[src/rtl/bp_pkg.sv]
// ---------------------------------------------------------------------------
// bp_pkg
// Shared branch-predictor types used by the gshare pattern table and its
// saturating-counter helper.
//   ctr2_t       2-bit saturating counter type
//   CTR_SNT..ST  strongly/weakly not-taken, weakly/strongly taken encodings
//   pht_state_e  pattern-table controller states (init sweep, normal run)
// ---------------------------------------------------------------------------
package bp_pkg;

    typedef logic [1:0] ctr2_t;

    localparam ctr2_t CTR_SNT = 2'd0;
    localparam ctr2_t CTR_WNT = 2'd1;
    localparam ctr2_t CTR_WT  = 2'd2;
    localparam ctr2_t CTR_ST  = 2'd3;

    typedef enum logic {
        PHT_INIT,
        PHT_RUN
    } pht_state_e;

endpackage

[src/rtl/gshare_pattern_table_if.sv]
// ---------------------------------------------------------------------------
// gshare_pattern_table_if
// Predict/update bundle between fetch (master) and the pattern table (slave).
//   pred_req/pred_pc/pred_history   prediction request from fetch
//   ready                           table initialised, requests accepted
//   pred_valid/pred_taken/pred_index registered prediction result
//   upd_valid/upd_index/upd_taken   resolved branch outcome from resolve stage
// ---------------------------------------------------------------------------
interface gshare_pattern_table_if #(
    parameter int N = 9
);

    logic          pred_req;
    logic [31:0]   pred_pc;
    logic [N-1:0]  pred_history;
    logic          ready;
    logic          pred_valid;
    logic          pred_taken;
    logic [N-1:0]  pred_index;
    logic          upd_valid;
    logic [N-1:0]  upd_index;
    logic          upd_taken;

    modport master (
        output pred_req, pred_pc, pred_history,
        output upd_valid, upd_index, upd_taken,
        input  ready, pred_valid, pred_taken, pred_index
    );

    modport slave (
        input  pred_req, pred_pc, pred_history,
        input  upd_valid, upd_index, upd_taken,
        output ready, pred_valid, pred_taken, pred_index
    );

endinterface

[src/rtl/sat_counter2.sv]
// ---------------------------------------------------------------------------
// sat_counter2
// Combinational next value of a 2-bit saturating counter.
//   ctr_in   current counter value
//   taken    branch outcome: count up when 1, down when 0
//   ctr_out  next value, clamped at 0 and 3 (never wraps)
// ---------------------------------------------------------------------------
module sat_counter2
    import bp_pkg::*;
(
    input  ctr2_t ctr_in,
    input  logic  taken,
    output ctr2_t ctr_out
);

    // Step toward the outcome unless already pinned at that end of the range.
    always_comb begin
        ctr_out = ctr_in;
        if (taken) begin
            if (ctr_in != CTR_ST) begin
                ctr_out = ctr_in + 2'd1;
            end
        end else begin
            if (ctr_in != CTR_SNT) begin
                ctr_out = ctr_in - 2'd1;
            end
        end
    end

endmodule

[src/rtl/gshare_pattern_table.sv]
// ---------------------------------------------------------------------------
// gshare_pattern_table
// Gshare pattern history table of 2**N two-bit saturating counters.
// Fetch PC bits are XORed with speculative global history to pick a counter;
// its MSB is returned one cycle later as the prediction, together with the
// index so the resolve stage can train that same counter.
//   clk    single clock, all state on posedge
//   reset  synchronous, active-high; restarts the init sweep
//   bus    slave side of gshare_pattern_table_if (predict + update ports)
// ---------------------------------------------------------------------------
module gshare_pattern_table
    import bp_pkg::*;
#(
    parameter int    N        = 9,
    parameter int    PC_LSB   = 2,
    parameter ctr2_t INIT_CTR = CTR_WNT
) (
    input logic                    clk,
    input logic                    reset,
    gshare_pattern_table_if.slave  bus
);

    pht_state_e    state_q, state_d;
    logic [N-1:0]  init_ptr_q, init_ptr_d;
    logic          ready_q;
    logic          pred_valid_q;
    logic          pred_taken_q;
    logic [N-1:0]  pred_index_q;

    ctr2_t         pht_q [2**N];

    logic [N-1:0]  pred_idx;
    logic          run;
    logic          req_acc;
    logic          upd_acc;
    ctr2_t         upd_ctr;
    ctr2_t         rd_ctr;
    logic          we;
    logic [N-1:0]  waddr;
    ctr2_t         wdata;
    logic          unused_pc;

    assign pred_idx  = bus.pred_pc[PC_LSB+N-1:PC_LSB] ^ bus.pred_history;
    assign unused_pc = ^{bus.pred_pc[31:PC_LSB+N], bus.pred_pc[PC_LSB-1:0]};

    // Requests and updates are only honoured once the sweep has finished.
    assign run     = (state_q == PHT_RUN);
    assign req_acc = run & bus.pred_req;
    assign upd_acc = run & bus.upd_valid;

    sat_counter2 u_sat (
        .ctr_in  (pht_q[bus.upd_index]),
        .taken   (bus.upd_taken),
        .ctr_out (upd_ctr)
    );

    // Write-first bypass: a prediction hitting the entry being trained this
    // cycle sees the post-update counter rather than the stale array value.
    always_comb begin
        rd_ctr = pht_q[pred_idx];
        if (upd_acc && (bus.upd_index == pred_idx)) begin
            rd_ctr = upd_ctr;
        end
    end

    // Init sweep walks every entry once, then the controller parks in RUN
    // until the next reset.
    always_comb begin
        state_d    = state_q;
        init_ptr_d = init_ptr_q;
        case (state_q)
            PHT_INIT: begin
                init_ptr_d = init_ptr_q + 1'b1;
                if (init_ptr_q == {N{1'b1}}) begin
                    state_d = PHT_RUN;
                end
            end
            PHT_RUN: begin
                state_d = PHT_RUN;
            end
            default: begin
                state_d = PHT_INIT;
            end
        endcase
    end

    // Single table write port shared between the init sweep and training.
    always_comb begin
        we    = 1'b0;
        waddr = init_ptr_q;
        wdata = INIT_CTR;
        if (state_q == PHT_INIT) begin
            we = 1'b1;
        end else if (upd_acc) begin
            we    = 1'b1;
            waddr = bus.upd_index;
            wdata = upd_ctr;
        end
    end

    // Table storage has no reset; the sweep after reset defines its contents.
    always_ff @(posedge clk) begin
        if (we && !reset) begin
            pht_q[waddr] <= wdata;
        end
    end

    // Controller state and the registered prediction outputs. Taken/index
    // only move on an accepted request so they hold while pred_valid is low.
    always_ff @(posedge clk) begin
        if (reset) begin
            state_q      <= PHT_INIT;
            init_ptr_q   <= '0;
            ready_q      <= 1'b0;
            pred_valid_q <= 1'b0;
            pred_taken_q <= 1'b0;
            pred_index_q <= '0;
        end else begin
            state_q      <= state_d;
            init_ptr_q   <= init_ptr_d;
            ready_q      <= (state_d == PHT_RUN);
            pred_valid_q <= req_acc;
            if (req_acc) begin
                pred_taken_q <= rd_ctr[1];
                pred_index_q <= pred_idx;
            end
        end
    end

    assign bus.ready      = ready_q;
    assign bus.pred_valid = pred_valid_q;
    assign bus.pred_taken = pred_taken_q;
    assign bus.pred_index = pred_index_q;

endmodule

[src/flat_wrapper.sv]
// flat-port wrapper written by rule: the top's interface ports become plain ports
module gshare_pattern_table_flat import bp_pkg::*;
#(
    parameter int    N        = 9,
    parameter int    PC_LSB   = 2,
    parameter ctr2_t INIT_CTR = CTR_WNT
)
  (clk, reset, bus_pred_req, bus_pred_pc, bus_pred_history, bus_upd_valid, bus_upd_index, bus_upd_taken, bus_ready, bus_pred_valid, bus_pred_taken, bus_pred_index);
  gshare_pattern_table_if #(.N(N)) bus_i ();
  input logic clk;
  input logic reset;
  input wire logic [$bits(bus_i.pred_req)-1:0] bus_pred_req;
  input wire logic [$bits(bus_i.pred_pc)-1:0] bus_pred_pc;
  input wire logic [$bits(bus_i.pred_history)-1:0] bus_pred_history;
  input wire logic [$bits(bus_i.upd_valid)-1:0] bus_upd_valid;
  input wire logic [$bits(bus_i.upd_index)-1:0] bus_upd_index;
  input wire logic [$bits(bus_i.upd_taken)-1:0] bus_upd_taken;
  output wire logic [$bits(bus_i.ready)-1:0] bus_ready;
  output wire logic [$bits(bus_i.pred_valid)-1:0] bus_pred_valid;
  output wire logic [$bits(bus_i.pred_taken)-1:0] bus_pred_taken;
  output wire logic [$bits(bus_i.pred_index)-1:0] bus_pred_index;
  assign bus_i.pred_req = bus_pred_req;
  assign bus_i.pred_pc = bus_pred_pc;
  assign bus_i.pred_history = bus_pred_history;
  assign bus_i.upd_valid = bus_upd_valid;
  assign bus_i.upd_index = bus_upd_index;
  assign bus_i.upd_taken = bus_upd_taken;
  assign bus_ready = bus_i.ready;
  assign bus_pred_valid = bus_i.pred_valid;
  assign bus_pred_taken = bus_i.pred_taken;
  assign bus_pred_index = bus_i.pred_index;
  gshare_pattern_table #(.N(N), .PC_LSB(PC_LSB), .INIT_CTR(INIT_CTR)) u_core (.clk(clk), .reset(reset), .bus(bus_i));
endmodule
[config.mk]
export PLATFORM = sky130hd
export DESIGN_NAME = gshare_pattern_table_flat
export DESIGN_NICKNAME = d
export VERILOG_FILES = /design/src/rtl/bp_pkg.sv /design/src/rtl/gshare_pattern_table_if.sv /design/src/rtl/sat_counter2.sv /design/src/rtl/gshare_pattern_table.sv /design/src/flat_wrapper.sv
export SDC_FILE = /design/constraint.sdc
export NUM_CORES = 2
export LEC_CHECK = 0
export ABC_AREA = 1
export CAP_MARGIN = 20
export CORE_UTILIZATION = 25
export DETAILED_ROUTE_END_ITERATION = 16
export MAX_ROUTING_LAYER = met4
export PLACE_DENSITY = 0.37
export SLEW_MARGIN = 20
export SYNTH_ARGS = -nofsm -noshare
export SYNTH_HDL_FRONTEND = slang
export SYNTH_HIERARCHICAL = 1
export SYNTH_SLANG_ARGS = --single-unit
[constraint.sdc]
create_clock -name clk -period 25.4 [get_ports clk]
set_input_delay 5.08 -clock clk [delete_from_list [all_inputs] [get_ports clk]]
set_output_delay 5.08 -clock clk [all_outputs]
set_load 0.005 [all_outputs]
==> flow_summary.yaml <==
detailed_routing:
  drt-pass1-iter-count: 5
  finalWirelength_mm: 200
  post_drt_via_cell_ratio: 5.01
  drt_iter0_drc: 3649
  vias: 39700
  ant_nets: 0
  wire_per_inst_um: 25.2
  drc: 0
clock_network:
  h-tree-depth: 4
  clock_tree.buffer_depth: 3
  ctsResizeCount: 0
  numCtsBuffers: 131
  cts_root_buf: "clkbuf_16"
  worstSkewPairLatency_ps: 790
  holdBufCountCts: 0
  cts_tree: "yes"
  cts_setup_buffers: 0
  clkTransAtPathRegs_ps: 60
  numClockSinks: 1045
critical_path:
  worstSetupPathType: "in -> reg"
  end_kind: "register"
  r2r_end: "u_core/pht_q[27][0]"
  r2r_cells: 19
  crit_path_max_incr_delay_ps: 810
  worst-path-buf-inv: 5
  cp_common_cell: "nand2_1"
  critPathTopFamily: "buffers and inverters"
  worstPathMaxFanout: 189
  crit_required_ps: 25860
  arrival_ps: 11350
  path_cells: "buf_8, buf_12, buf_4, o21ai_0, o21ai_0, o21ai_0, o22ai_1, nand2_1, nand3_1, nand3_1, nand2_1, nand2_1, o21ai_1, nand2_1, nand2_1, nand2_1, nand2_1, or2_4, buf_12, buf_4"
  ff2ff_setup_slack_ps: 20510
  critPathLaunchType: "input port"
  rr_startpoint: "u_core/pht_q[21][1]"
  cp_slowest_cell: "buf_4"
worst_hold_path:
  worstHoldEndpoint: "u_core/init_ptr_q[5]"
  worstHoldPathCells: 2
  hold_class: "reg -> reg"
  min-delay-start: "u_core/init_ptr_q[5]"
power_and_ir_drop:
  total_power_mw: 4.13
  ir_worst_vdd_mv: 0.0680
  cellPowerDensity_nw_per_um2: 72.1
  leakage_nw: 20.4
cells_and_area:
  post-route-util: 0.287
  final_nets: 5226
  drive_above_1_share: 0.0624
  nFillCells: 21000
  area.growth.synth_to_final_pct: 14.0
global_route:
  grt_usage: 0.199
  grt_max_degree: 206
  antenna_found_initial: 12
  overflow: 0
  grt_pass1_vias: 39000
  grt_pass1_wl_mm: 285
synth:
  synth-seq-cells: 1045
  syn_area_um2: 50300
  synth_nets: 5388
  ys_types: 39
  avgSynthCellArea_um2: 9.43
  synth_warnings: 6
  netlist_instances: 5331
  seq_area_frac_synth: 0.620
floorplan:
  ios: 67
  start_util: 0.252
  core.rowCount: 164
  dieArea_um2: 203000
  design.core.area_um2: 200000
  die_h_um: 450
  die_x_um: 450
sta:
  final-hold-violation-count: 0
  whs_ps: 526
  fin_crit_sh: 0.429
  tns_ps: 0
  timing.fmax_mhz: 91.8
  slew_viol_final: 0
  setup_violations: 0
  grt_setup_unrepaired: "no"
  max_slew_margin: 0.210
  worst_slew_pin_slew_ps: 1180
  skew_ps: 34.3
  min_period_ps: 10890
status:
  outcome: "finished clean"
placement:
  place_hpwl_mm: 102
  place_congestion: 0.789
  portBuffers: 43
job:
  cap_violations: 0
-- worst min-delay path, delay by kind of cell, from the launching register on --
| kind | cells | cell delay [ps] |
|---|---|---|
| AO/OA/AOI/OAI | 1 | 60 |
| buffers and inverters | 1 | 90 |
| flip-flops | 1 | 330 |
-- stage by stage --
step                      worst slack [ps]  cells  area [µm²]
after floorplan                       4450   5331       50300
after global placement               13630   7690       53000
after detailed placement             13710   7691       53000
after CTS                            14540   7925       57300
after global routing                 14010   7928       57300
final                                14510   7928       57300
-- report_power, final --
part	switching [mW]	internal, mW
Clock	0.764	1.12
Combinational	0.286	0.0923
Sequential	0.000623	1.86
-- cell type report --
class	count	area (µm²)	area share
Tap cell	2656	3320	0.0580
Inverter	382	1460	0.0255
Sequential cell	1045	31200	0.544
Timing Repair Buffer	117	1120	0.0195
Clock inverter	76	807	0.0141
Antenna cell	2	5.00	0.0000873
Multi-Input combinational cell	3492	16000	0.278
Clock buffer	158	3460	0.0605
-- cells by family (layout without fill, tap and decap cells) --
logic type / Yosys count / in the layout / share of synthesized area
AOI/OAI and AO/OA: 1154 / 1154 / 0.122
xor gates and xnor gates: 14 / 14 / 0.00274
adders and majority gates: 2 / 2 / 0.000498
buffers and inverters: 794 / 733 / 0.0669
DFF: 1045 / 1045 / 0.620
other: 0 / 2 / 0
and+or+nand+nor: 2322 / 2322 / 0.188
-- synth_stat cells (all sizes together) --
| library cell | n | area share |
|---|---|---|
| a211oi | 1 | 0.00015 |
| a21oi | 156 | 0.016 |
| a221oi | 11 | 0.0019 |
| and3 | 1 | 0.00012 |
| buf | 249 | 0.026 |
| clkbuf | 163 | 0.012 |
| clkinv | 2 | 0.00015 |
| dfxtp | 21 | 0.0084 |
| edfxtp | 1024 | 0.61 |
| ha | 2 | 0.00050 |
| inv | 380 | 0.028 |
| nand2 | 805 | 0.061 |
| nand3 | 495 | 0.049 |
| nand3b | 1 | 0.00015 |
| nand4 | 2 | 0.00025 |
| nor2 | 1005 | 0.076 |
| nor3 | 11 | 0.0015 |
| o211ai | 10 | 0.0015 |
| o21ai | 789 | 0.079 |
| o22ai | 187 | 0.023 |
| or2 | 2 | 0.00025 |
| xnor2 | 10 | 0.0020 |
| xor2 | 4 | 0.00070 |
-- cell usage in the layout, fill, tap and decap left out, types with 3 or more instances in the layout --
cell type        count
a21oi_1            156
a221oi_1            11
buf_12               9
buf_4               64
bufinv_16           15
clkbuf_1            23
clkbuf_16          135
clkdlybuf4s50_1     38
clkinv_1            27
clkinv_2            19
clkinv_8             4
clkinvlp_4           5
dfxtp_1             21
edfxtp_1          1024
inv_1              370
inv_2                6
inv_6               10
nand2_1            775
nand2_2             11
nand2_4             18
nand3_1            495
nor2_1             998
nor2_4               6
nor3_1               6
nor3_2               5
o211ai_1            10
o21ai_0            761
o21ai_1             23
o21ai_2              3
o22ai_1            187
xnor2_1              5
xnor2_2              3
xor2_1               3
-- state kept, by name, indices dropped and copies added (netlist names) --
register,count
u_core/bus.pred_index,9
u_core/bus.pred_taken,1
u_core/bus.pred_valid,1
u_core/bus.ready,1
u_core/init_ptr_q,9
u_core/pht_q,1024
-- how the worst max path moves through the flow --
stage,from,end,slack [ps],cells past startpoint
6_report,bus_upd_index[0],u_core/pht_q[27][0],14510,20
3_5_place_dp,bus_upd_index[0],u_core/pht_q[62][0],13710,21
3_3_place_gp,bus_upd_index[0],u_core/pht_q[62][0],13630,21
5_1_grt,bus_upd_index[0],u_core/pht_q[48][0],14010,20
2_1_floorplan,bus_upd_index[0],u_core/pht_q[0][1],4450,19
4_1_cts,bus_upd_index[0],u_core/pht_q[131][0],14540,21
-- metal layers --
metal	share of wire	vias up	global-route usage	routed length [µm]
li1	-	18000	-	-
met1	0.46	20300	0.268	92400
met2	0.46	1171	0.315	92800
met3	0.053	230	0.0265	10700
met4	0.020	0	0.0478	3940
met5	0	-	-	0
Note: power is estimated with default switching activity, not from simulation.
